===== src/rtl/game_state_manager.sv =====
// game_state_manager: game flow FSM plus gift, score, lives and level bookkeeping.
// Collision events are latched during a frame and acted on at the next startOfFrame.
module game_state_manager #(
  parameter int unsigned NUM_GIFTS    = 4,
  parameter int unsigned NUM_LIVES    = 3,
  parameter int unsigned GIFT_POINTS  = 10,
  parameter int unsigned WIN_BONUS    = 50,
  parameter int unsigned PAUSE_FRAMES = 60,
  parameter int unsigned SCORE_W      = 12
) (
  input  logic                             clk,
  input  logic                             reset,
  input  logic                             startOfFrame,
  input  logic                             start_key,
  input  logic                             Remove_Gift,
  input  logic                             victory,
  input  logic                             Loss,
  output logic                             gift_clear,
  output logic [$clog2(NUM_GIFTS+1)-1:0]   gifts_left,
  output logic [SCORE_W-1:0]               score,
  output logic [$clog2(NUM_LIVES+1)-1:0]   lives,
  output logic [2:0]                       level,
  output logic [2:0]                       game_state,
  output logic                             freeze,
  output logic                             level_restart
);
  localparam int unsigned GW  = $clog2(NUM_GIFTS+1);
  localparam int unsigned LW  = $clog2(NUM_LIVES+1);
  localparam int unsigned PW  = $clog2(PAUSE_FRAMES+2);
  localparam int unsigned SW1 = SCORE_W + 1;

  typedef enum logic [2:0] {
    IDLE = 3'd0,
    PLAY = 3'd1,
    WIN  = 3'd2,
    DIE  = 3'd3,
    OVER = 3'd4
  } state_t;

  state_t          state, next_state;
  logic            gift_f, win_f, loss_f, prev_gift;
  logic [PW-1:0]   pause_cnt;
  logic            key_q, restart_q;
  logic            in_play, key_rise, gift_cnt, pause_done;
  logic [SW1-1:0]  add_amt, score_sum;
  logic [SCORE_W-1:0] score_next;

  always_comb begin
    in_play    = (state == PLAY);
    key_rise   = start_key & ~key_q;
    gift_cnt   = gift_f & ~prev_gift & (gifts_left != '0);
    pause_done = (pause_cnt <= PW'(1));
    add_amt    = (win_f && gift_clear) ? SW1'(WIN_BONUS) : SW1'(GIFT_POINTS);
    // One extra bit catches the carry so the score clamps instead of wrapping.
    score_sum  = {1'b0, score} + add_amt;
    score_next = score_sum[SCORE_W] ? '1 : score_sum[SCORE_W-1:0];
  end

  always_ff @(posedge clk or posedge reset) begin
    if (reset) state <= IDLE;
    else       state <= next_state;
  end

  always_comb begin
    next_state = state;
    case (state)
      IDLE: if (key_rise) next_state = PLAY;
      PLAY: if (startOfFrame) begin
              if (loss_f)                   next_state = DIE;
              else if (win_f && gift_clear) next_state = WIN;
            end
      WIN:  if (startOfFrame && pause_done) next_state = PLAY;
      DIE:  if (startOfFrame && pause_done) next_state = (lives == '0) ? OVER : PLAY;
      OVER: if (key_rise) next_state = IDLE;
      default: next_state = IDLE;
    endcase
  end

  always_comb begin
    game_state    = state;
    freeze        = (state != PLAY);
    level_restart = restart_q;
    gift_clear    = (gifts_left == '0);
  end

  always_ff @(posedge clk or posedge reset) begin
    if (reset) begin
      gift_f     <= 1'b0;
      win_f      <= 1'b0;
      loss_f     <= 1'b0;
      prev_gift  <= 1'b0;
      pause_cnt  <= '0;
      key_q      <= 1'b0;
      restart_q  <= 1'b0;
      score      <= '0;
      lives      <= LW'(NUM_LIVES);
      level      <= '0;
      gifts_left <= GW'(NUM_GIFTS);
    end else begin
      key_q     <= start_key;
      restart_q <= (next_state == PLAY) && (state != PLAY);

      // Flags restart on the frame boundary but still capture that cycle's inputs.
      if (startOfFrame) begin
        gift_f    <= in_play & Remove_Gift;
        win_f     <= in_play & victory;
        loss_f    <= in_play & Loss;
        prev_gift <= gift_f;
      end else begin
        gift_f <= gift_f | (in_play & Remove_Gift);
        win_f  <= win_f  | (in_play & victory);
        loss_f <= loss_f | (in_play & Loss);
      end

      case (state)
        PLAY: if (startOfFrame) begin
                if (loss_f) begin
                  if (lives != '0) lives <= lives - LW'(1);
                  pause_cnt <= PW'(PAUSE_FRAMES);
                end else if (win_f && gift_clear) begin
                  score     <= score_next;
                  pause_cnt <= PW'(PAUSE_FRAMES);
                end else if (gift_cnt) begin
                  gifts_left <= gifts_left - GW'(1);
                  score      <= score_next;
                end
              end
        WIN, DIE: if (startOfFrame) begin
                if (pause_done) begin
                  pause_cnt <= '0;
                  if (state == WIN) begin
                    if (level != 3'd7) level <= level + 3'd1;
                    gifts_left <= GW'(NUM_GIFTS);
                  end else if (lives != '0) begin
                    gifts_left <= GW'(NUM_GIFTS);
                  end
                end else begin
                  pause_cnt <= pause_cnt - PW'(1);
                end
              end
        OVER: if (key_rise) begin
                score      <= '0;
                lives      <= LW'(NUM_LIVES);
                level      <= '0;
                gifts_left <= GW'(NUM_GIFTS);
              end
        default: ;
      endcase
    end
  end
endmodule


===== config.mk =====
export PLATFORM = sky130hd
export DESIGN_NAME = game_state_manager
export DESIGN_NICKNAME = d
export VERILOG_FILES = /design/src/rtl/game_state_manager.sv
export SDC_FILE = /design/constraint.sdc
export NUM_CORES = 1
export LEC_CHECK = 0
export BUFFER_PORTS_ARGS = -buffer_cell sky130_fd_sc_hd__buf_2
export CAP_MARGIN = 30
export CORE_ASPECT_RATIO = 0.7
export CORE_MARGIN = 4
export CORE_UTILIZATION = 25
export CTS_BUF_LIST = sky130_fd_sc_hd__clkbuf_16
export DETAILED_ROUTE_END_ITERATION = 16
export GPL_TIMING_DRIVEN = 0
export HOLD_SLACK_MARGIN = 0.1
export MAX_ROUTING_LAYER = met4
export SLEW_MARGIN = 25
export SYNTH_ARGS = -nofsm -noshare
export SYNTH_HDL_FRONTEND = slang
export SYNTH_SLANG_ARGS = --single-unit

===== constraint.sdc =====
create_clock -name clk -period 3 [get_ports clk]
set_clock_uncertainty 0.05 [all_clocks]
set_input_delay 0.15 -clock clk [delete_from_list [all_inputs] [get_ports clk]]
set_output_delay 0.15 -clock clk [all_outputs]
set_load 0.01 [all_outputs]

== Yosys cells after proc, flatten, opt, wreduce, memory -nomap -nowiden ==
Cells that the tools add are included.
Widths: inputs -> output; s select.

* Register bits after elaboration: 35
* Input bits: 7
* Output and inout port bits: 26
* Logic and storage cells: 115

* Add/subtract/negate cells: 5
* $lt $le $gt $ge: 1
* Equality and inequality tests: 21
* Mux-type cells: 47
* Bitwise operators: 11
* Reduce and logical (&&, ||, !) cells: 18

{| class="wikitable"
|+ Operators with widths
! operator !! count
|-
| $mux 12 || 6
|-
| $mux 3 || 22
|-
| $mux 6 || 6
|-
| $pmux 12 s2 || 1
|-
| $ne 2x2->1 const B || 9
|-
| $pmux 3 s5 || 1
|-
| $add 12x6->13 || 1
|-
| $pmux 6 s2 || 1
|-
| $reduce_and 5->1 || 2
|-
| $pmux 3 s3 || 1
|-
| $reduce_and 9->1 || 1
|-
| $mux 2 || 4
|-
| $reduce_bool 2->1 || 4
|-
| $and 1x1->1 || 6
|-
| $eq 3x1->1 const B || 2
|-
| $eq 3x2->1 const B || 2
|-
| $le 6x1->1 const B || 1
|-
| $logic_not 3->1 || 2
|-
| $ne 3x1->1 const B || 2
|-
| $ne 3x3->1 const B || 2
|-
| $pmux 3 s2 || 1
|-
| $reduce_and 6->1 || 1
|-
| $reduce_bool 3->1 || 2
|-
| $sub 6x1->6 const B || 1
|-
| 14 further kinds || 22
|}

== Depth between registers and ports, before layout ==
Gate-level depths: netlist of the first run.

* Depth after elaboration: 10
* Mapped depth: 11
* Mapped depth without buffers: 11

== Worst setup path before layout of the first run ==
Ideal clock, no wire load.

* Kind: flip-flop to flip-flop
* Start: register gifts_left[0]
* End: register score[11]
* Library setup time: 0.129 ns
* Data arrival time: 2.406 ns
* Data required time: 2.821 ns
* Setup slack: 0.416 ns
* Stages on the path, launching flop included: 11
* Buffers on the path: 0
* Clock period less this slack: 2.584 ns
* Path through: dfrtp_1 -> inv_1 -> ha_1 -> nor2b_2 -> nand2_1 -> ha_1 -> a31oi_1 -> a22o_1 -> nor3_2 -> and2_1 -> a2111o_1

* Word-level cells in the longest chain between the ends: 10
* Elaborated cells between the ends (all ways): 14
* Classes of those cells: add/sub: 1; eq/ne: 1; mux: 7; bitwise: 1; reduce/logical: 4

{| class="wikitable"
|+ RTL lines
! item !! line !! text
|-
| from (decl) || 19 || <nowiki>output logic [$clog2(NUM_GIFTS+1)-1:0] gifts_left,</nowiki>
|-
| from (signal assigned) || 98 || <nowiki>gifts_left <= GW'(NUM_GIFTS);</nowiki>
|-
| from (signal assigned) || 124 || <nowiki>gifts_left <= gifts_left - GW'(1);</nowiki>
|-
| from (signal assigned) || 133 || <nowiki>gifts_left <= GW'(NUM_GIFTS);</nowiki>
|-
| $logic_not 3->1 * || 83 || <nowiki>gift_clear = (gifts_left == '0);</nowiki>
|-
| named net gift_clear || 18 || <nowiki>output logic gift_clear,</nowiki>
|-
| $logic_and 1x1->1 * || 53, 120 ||
|-
| $mux 6 || 53 || <nowiki>add_amt = (win_f && gift_clear) ? SW1'(WIN_BONUS) : SW1'(GIFT_POINTS);</nowiki>
|-
| $add 12x6->13 || 55 || <nowiki>score_sum = {1'b0, score} + add_amt;</nowiki>
|-
| $mux 12 || 56 || <nowiki>score_next = score_sum[SCORE_W] ? '1 : score_sum[SCORE_W-1:0];</nowiki>
|-
| $mux 12 || 123 || <nowiki>end else if (gift_cnt) begin</nowiki>
|-
| $mux 12 || 120 || <nowiki>end else if (win_f && gift_clear) begin</nowiki>
|-
| $mux 12 || 117 || <nowiki>if (loss_f) begin</nowiki>
|-
| $mux 12 || 116 || <nowiki>PLAY: if (startOfFrame) begin</nowiki>
|-
| $pmux 12 s2 || 115 || <nowiki>case (state)</nowiki>
|-
| to (signal assigned) || 121 || <nowiki>score <= score_next;</nowiki>
|-
| to (signal assigned) || 125 || <nowiki>score <= score_next;</nowiki>
|-
| to (decl) || 20 || <nowiki>output logic [SCORE_W-1:0] score,</nowiki>
|}

Mark *: on every way through the listed nets, which the timed path passes. The rest lies on a longest branch. The select of a mux whose other input is x is not followed.
A chain may end at the register's enable or synchronous reset.

== Worst setup path in the final report of the first run ==
* Start: register gifts_left[0]
* End: register score[11]

* Word-level cells in the longest chain between the ends: 10
* Elaborated cells between the ends (all ways): 14
* Classes of those cells: add/sub: 1; eq/ne: 1; mux: 7; bitwise: 1; reduce/logical: 4

{| class="wikitable"
|+ RTL lines
! item !! line
|-
| $logic_not 3->1 || 83
|-
| $logic_and 1x1->1 || 53, 120
|-
| $mux 6 || 53
|-
| $add 12x6->13 || 55
|-
| $mux 12 || 56
|-
| $mux 12 || 123
|-
| $mux 12 || 120
|-
| $mux 12 || 117
|-
| $mux 12 || 116
|-
| $pmux 12 s2 || 115
|}

Parallel ways exist; a longest one is shown, timed or not. The select of a mux whose other input is x is not followed.

==> results.cfg, run 1 <==
[timing]
worstMarginPinSlew_ps = 579
min_period_ps = 2850
post-route-period-util_pct = 95.0
rsz0062_at_grt = no
hold_viol_final = 0
setup_viol = 0
tns_ps = 0
slew_violations = 0
setup_ws_ps = 151
slew_headroom_pct = 61.1
fmax_ghz = 0.351

[placement]
port_buffers = 31
pre_cts_ws_ps = 111
place_hpwl_microns = 4030
gp_congestion = 0.864

[logic_synthesis]
syn_nets = 237
async_flop_share_pct = 100
ys_seq_elements = 35
synthCells = 219
synth_area_sq_mm = 0.00209
seq_area_frac_synth_pct = 42.1
yosys_warnings = 0
synth-edff-count = 0
synth_area_per_cell_sq_um = 9.55
synth_cell_types = 58
synth-main-ff-cell = dfrtp_1

[route]
vias = 1797
drcViolationCount = 0
drt-initial-drc-count = 131
viasPerCell = 4.88
drt-pass1-iter-count = 4
ant_nets = 0
routed_wl_microns = 5080
wl_per_cell_microns = 13.8

[critical_path]
path_delay_family = compound AO/OA/AOI/OAI gates
worstPathMaxFanout = 8
r2r_setup_slack_ps = 150
worst-path-buf-inv = 2
critPathMaxStageDelay_ps = 400
crit_path_cell_trace = inv_1 -> ha_1 -> nor2b_2 -> nand2_1 -> inv_1 -> ha_1 -> o21ai_0 -> a22o_2 -> nor3_2 -> and2_1 -> a2111o_1
endpoint_kind = register
crit_arrival_ps = 2960
startpoint_type = register
slowest_stage = dfrtp_1
required_ps = 3110
worstSetupPathType = register to register

[clock_network]
clock-sinks = 35
clock_latency_ps = 280
cts_tree = built
cts_root_buffer = clkbuf_16
clock_path_buffers = 2
numCtsBuffers = 5
post-cts-setup-buffer-count = 0
clkTransAtPathRegs_ps = 60
ctsHtreeMaxLevel = 2

[layout]
layout_commonest_cell = buf_2
nNetsFinal = 284
insertedDiodeCount = 0
fill_cells = 819
multi_input_area_sq_mm = 0.00108
final_layout_size_suffix_gt1_share_pct = 25.1
syn_to_final_growth_pct = 26.5
seq_area_sq_um = 880
final_cell_mix = 33 x buf_2, 32 x dfrtp_1, 23 x nor2_1

[power]
switchingPower_uw = 732
combinationalPowerShare_pct = 37.8
p_clk_share_pct = 27.5
p_leak_nw = 1.23
p_sw_share_pct = 35.1
pwr-share-seq_pct = 34.7
peakVddDrop_v = 0.000313
power.density_mw_per_mm2 = 788
power.internal_mw = 1.35

[grt]
grt_pass1_wl_microns = 8360
grt-ovfl-total = 0
grt_usage_pct = 10.6
antenna_found_initial = 0
grt_start_max_net_pins = 20
grt_pass1_vias = 1639

[die]
start_util_pct = 26.1
chipWidth_microns = 117
num_io_pins = 33
die_y_microns = 84.5
core_sq_mm = 0.00801
die_area_sq_mm = 0.00991
row_count = 27

[outcome]
status = finished clean

[run]
cap_violations = 0

[worst_hold_path]
holdCritPathClass = primary input to register
## timing repair
item                                    4_1_cts  5_1_grt
endpoints found under the setup margin        0        1
resized for setup                             0        1
hold endpoints to repair                     18        0
hold buffers                                  8        0
## power groups by stage
stage | sequential (mW) | clock [mW] | combinational, mW
finish | 0.724 | 0.574 | 0.788
CTS | 0.724 | 0.593 | 0.792
global placement | 0.727 | 0 | 0.746
detailed placement | 0.731 | 0 | 0.767
floorplan | 0.739 | 0 | 0.529
global route | 0.744 | 0.608 | 0.889
## registers in the layout (all words and copies together) (netlist names)
name           flops
gift_f             1
key_q              1
win_f              1
loss_f             1
pause_cnt          6
level_restart      1
gifts_left         3
level              3
game_state         3
lives              2
score             12
prev_gift          1
## metrics by stage
| stage | area, sq um | hold slack, ps | util [%] | cells | power (mW) |
|---|---|---|---|---|---|
| after floorplan | 2090 | 131 | - | 219 | 1.27 |
| after global placement | 2370 | 248 | 29.6 | 351 | 1.47 |
| after detailed placement | 2400 | 125 | 30.0 | 352 | 1.50 |
| after CTS | 2640 | 118 | 33.0 | 368 | 2.11 |
| after global routing | 2650 | 133 | 33.0 | 368 | 2.24 |
| final | 2650 | 122 | 33.0 | 368 | 2.09 |
## layer usage
metal | share of wire, % | global-route usage, %
met2 | 38 | 13.7
met1 | 57 | 16.4
met5 | 0 | -
met4 | 0.85 | 2.34
met3 | 4.5 | 2.36
## cell usage after synthesis, types with 4 or more instances
cell       number  area (sq um)
nand3_1         4          20.0
o31ai_1         5          37.5
dfrtp_1        32           801
and3_1          4          25.0
nor2_1         23          86.3
buf_6           4          45.0
a21oi_1         8          40.0
o21ai_0        14          70.1
inv_1          17          63.8
o2bb2ai_1       4          35.0
and2b_2         4          35.0
ha_1           11           138
nand2_1        18          67.6
## cell families (layout without fill, tap and decap cells)
family          Yosys count  count (layout)  synth area share (%)
fa+ha+maj                11              11                  6.58
xor+xnor                  3               3                  1.26
buf+inv                  26              74                  6.40
flops                    35              35                  42.1
mux                       4               4                  2.03
compound gates           62              62                  21.2
simple gates             78              78                  20.4
## cell type report
cell class,instances,area share [%]
timing repair buffer,40,9.93
tap,101,4.78
multi-input combinational,158,40.8
clock buffer,5,4.73
clock inverter,3,1.47
inverter,17,2.41
buffer,9,2.65
sequential,35,33.3
## worst paths after layout
check / start / endpoint / cells after the start
worst max register to register: gifts_left[0] / score[11] / 11
worst min-delay path: startOfFrame / prev_gift / 2
min in group asynchronous: reset / score[10] / 3
worst min register to register: pause_cnt[1] / pause_cnt[1] / 2
max in group asynchronous: reset / gifts_left[2] / 4
worst max-delay path: gifts_left[0] / score[11] / 11
Power figures use the tool's default switching activity.
==> inputs of run 2 (changes only) <==
--- a/config.mk
+++ b/config.mk
@@ -15,6 +15,7 @@
 export GPL_TIMING_DRIVEN = 0
 export HOLD_SLACK_MARGIN = 0.1
 export MAX_ROUTING_LAYER = met4
+export PLACE_DENSITY = 0.46
 export SLEW_MARGIN = 25
 export SYNTH_ARGS = -nofsm -noshare
 export SYNTH_HDL_FRONTEND = slang
==> results.cfg, run 2 (synthesis gave the netlist of run 1 again) <==
[power]
peakVddDrop_v = 0.000295
p_leak_nw = 1.23
power.density_mw_per_mm2 = 768

[layout]
multi_input_area_sq_mm = 0.00109
top_register = score
insertedDiodeCount = 0
stdcell_area_sq_mm = 0.00262
nNetsFinal = 284
final_layout_size_suffix_gt1_share_pct = 24.7
reg_top3 = score x12, pause_cnt x6
largest_register_ffs = 12
fill_cells = 809
syn_to_final_growth_pct = 25.4
seq_area_sq_um = 880
final_cell_mix = 33 x buf_2, 32 x dfrtp_1, 23 x nor2_1
layout_commonest_cell = buf_2
fin_util_pct = 32.8

[timing]
tns_ps = 0
slew_violations = 0
hold_viol_final = 0
slew_headroom_pct = 62.6
timing.hold.ws_ps = 130
rsz0062_at_grt = no
post-route-period-util_pct = 88.8
setup_viol = 0
fmax_ghz = 0.375
worstMarginPinSlew_ps = 557
setup_ws_ps = 335
min_period_ps = 2660

[critical_path]
r2r_setup_slack_ps = 340
worstPathMaxFanout = 8
reg2reg_depth = 10
critPathMaxStageDelay_ps = 400
rr_startpoint = gifts_left[1]
required_ps = 3110
timing.rr.end = score[11]
slowest_stage = dfrtp_1
crit_arrival_ps = 2780
endpoint_kind = register
crit_path_cell_trace = inv_1 -> ha_1 -> nor2b_4 -> nand2_1 -> ha_1 -> a31oi_1 -> a22o_2 -> nor3_4 -> and2_1 -> a2111o_1
worstSetupPathType = register to register
startpoint_type = register
crit_start = gifts_left[1]
cp_common_cell = ha_1

[route]
drcViolationCount = 0
ant_nets = 0
wl_per_cell_microns = 14.5
routed_wl_microns = 5350
drt-initial-drc-count = 65
drt-pass1-iter-count = 5
vias = 1743
viasPerCell = 4.74

[grt]
antenna_found_initial = 0
grt-ovfl-total = 0
grt_start_max_net_pins = 27
grt_usage_pct = 12.0
grt_pass1_vias = 1752
grt_pass1_wl_microns = 9330

[die]
chipWidth_microns = 117
die_y_microns = 84.5
num_io_pins = 33
row_count = 27
start_util_pct = 26.1
die_area_sq_mm = 0.00991
core_sq_mm = 0.00801

[clock_network]
cts_root_buffer = clkbuf_16
post-cts-setup-buffer-count = 0
ctsHtreeMaxLevel = 2
cts_tree = built
clock-sinks = 35
clock_latency_ps = 280
clkTransAtPathRegs_ps = 60
clock_path_buffers = 2
numCtsBuffers = 5

[worst_hold_path]
holdPathStages = 2
holdPathEnd = prev_gift
holdCritPathClass = primary input to register
worstHoldStart = startOfFrame

[placement]
placed_area_sq_mm = 0.00239
place_hpwl_microns = 4010
gp_congestion = 0.754
pre_cts_ws_ps = 123
port_buffers = 31

[outcome]
status = finished clean

[run]
cap_violations = 0
[run 2: cell types whose count changed in the layout (fill, tap and decap cells not counted)]
cell and change:
bufinv_16 -1, o21ai_1 +2, nor3_4 +1, o21ai_0 -2
inv_1 +1, nor2b_2 -1, buf_16 -1, buf_12 +1
nor3_2 -1, nor2b_4 +1
[run 2: layout make-up]
class,instances,share of cell area (%)
clock inverters,3,0.477
well taps,101,4.82
multi-input cells,158,41.6
repair buffers,40,9.73
plain buffers,9,2.67
inverters,17,2.43
flip-flops and latches,35,33.5
clock buffers,5,4.77
[run 2: where the power goes]
group,switching (mW),internal [mW],leakage [nW]
combinational,0.436,0.364,0.719
clock,0.189,0.300,0.0724
sequential,0.118,0.608,0.443
[run 2: worst max path at each step]
stage | slack [ps] | end
finish | 340 | score[11]
global route | 80 | score[11]
CTS | 110 | score[11]
detailed placement | 120 | score[11]
global placement | 90 | score[11]
floorplan | 420 | score[11]
[run 2: routing by layer]
metal  part of all wire, %  routed length [microns]  up-vias  global-route usage (%)
li1                      -                        -      889                       -
met2                    37                     2000       47                    15.4
met1                    58                     3110      805                    18.6
met3                   3.7                      196        2                    2.36
met5                     0                        0        -                       -
met4                  0.80                       43        0                    2.98
[run 2: worst max-delay path, delay by kind of cell (launching register included)]
| kind | cells | cell delay [ps] |
|---|---|---|
| simple gates | 4 | 600 |
| flops | 1 | 400 |
| compound gates | 3 | 920 |
| buf+inv | 1 | 90 |
| fa+ha+maj | 2 | 480 |
[run 2: timing repair]
item,CTS,global route
setup endpoints to repair,0,9
gates resized for setup,0,5
hold endpoints to repair,36,0
hold buffers,8,0
[run 2: metrics by stage]
stage                     cells  power, mW
after global placement      351       1.48
after CTS                   368       2.02
after global routing        368       2.19
after floorplan             219       1.27
final                       368       2.01
after detailed placement    352       1.50
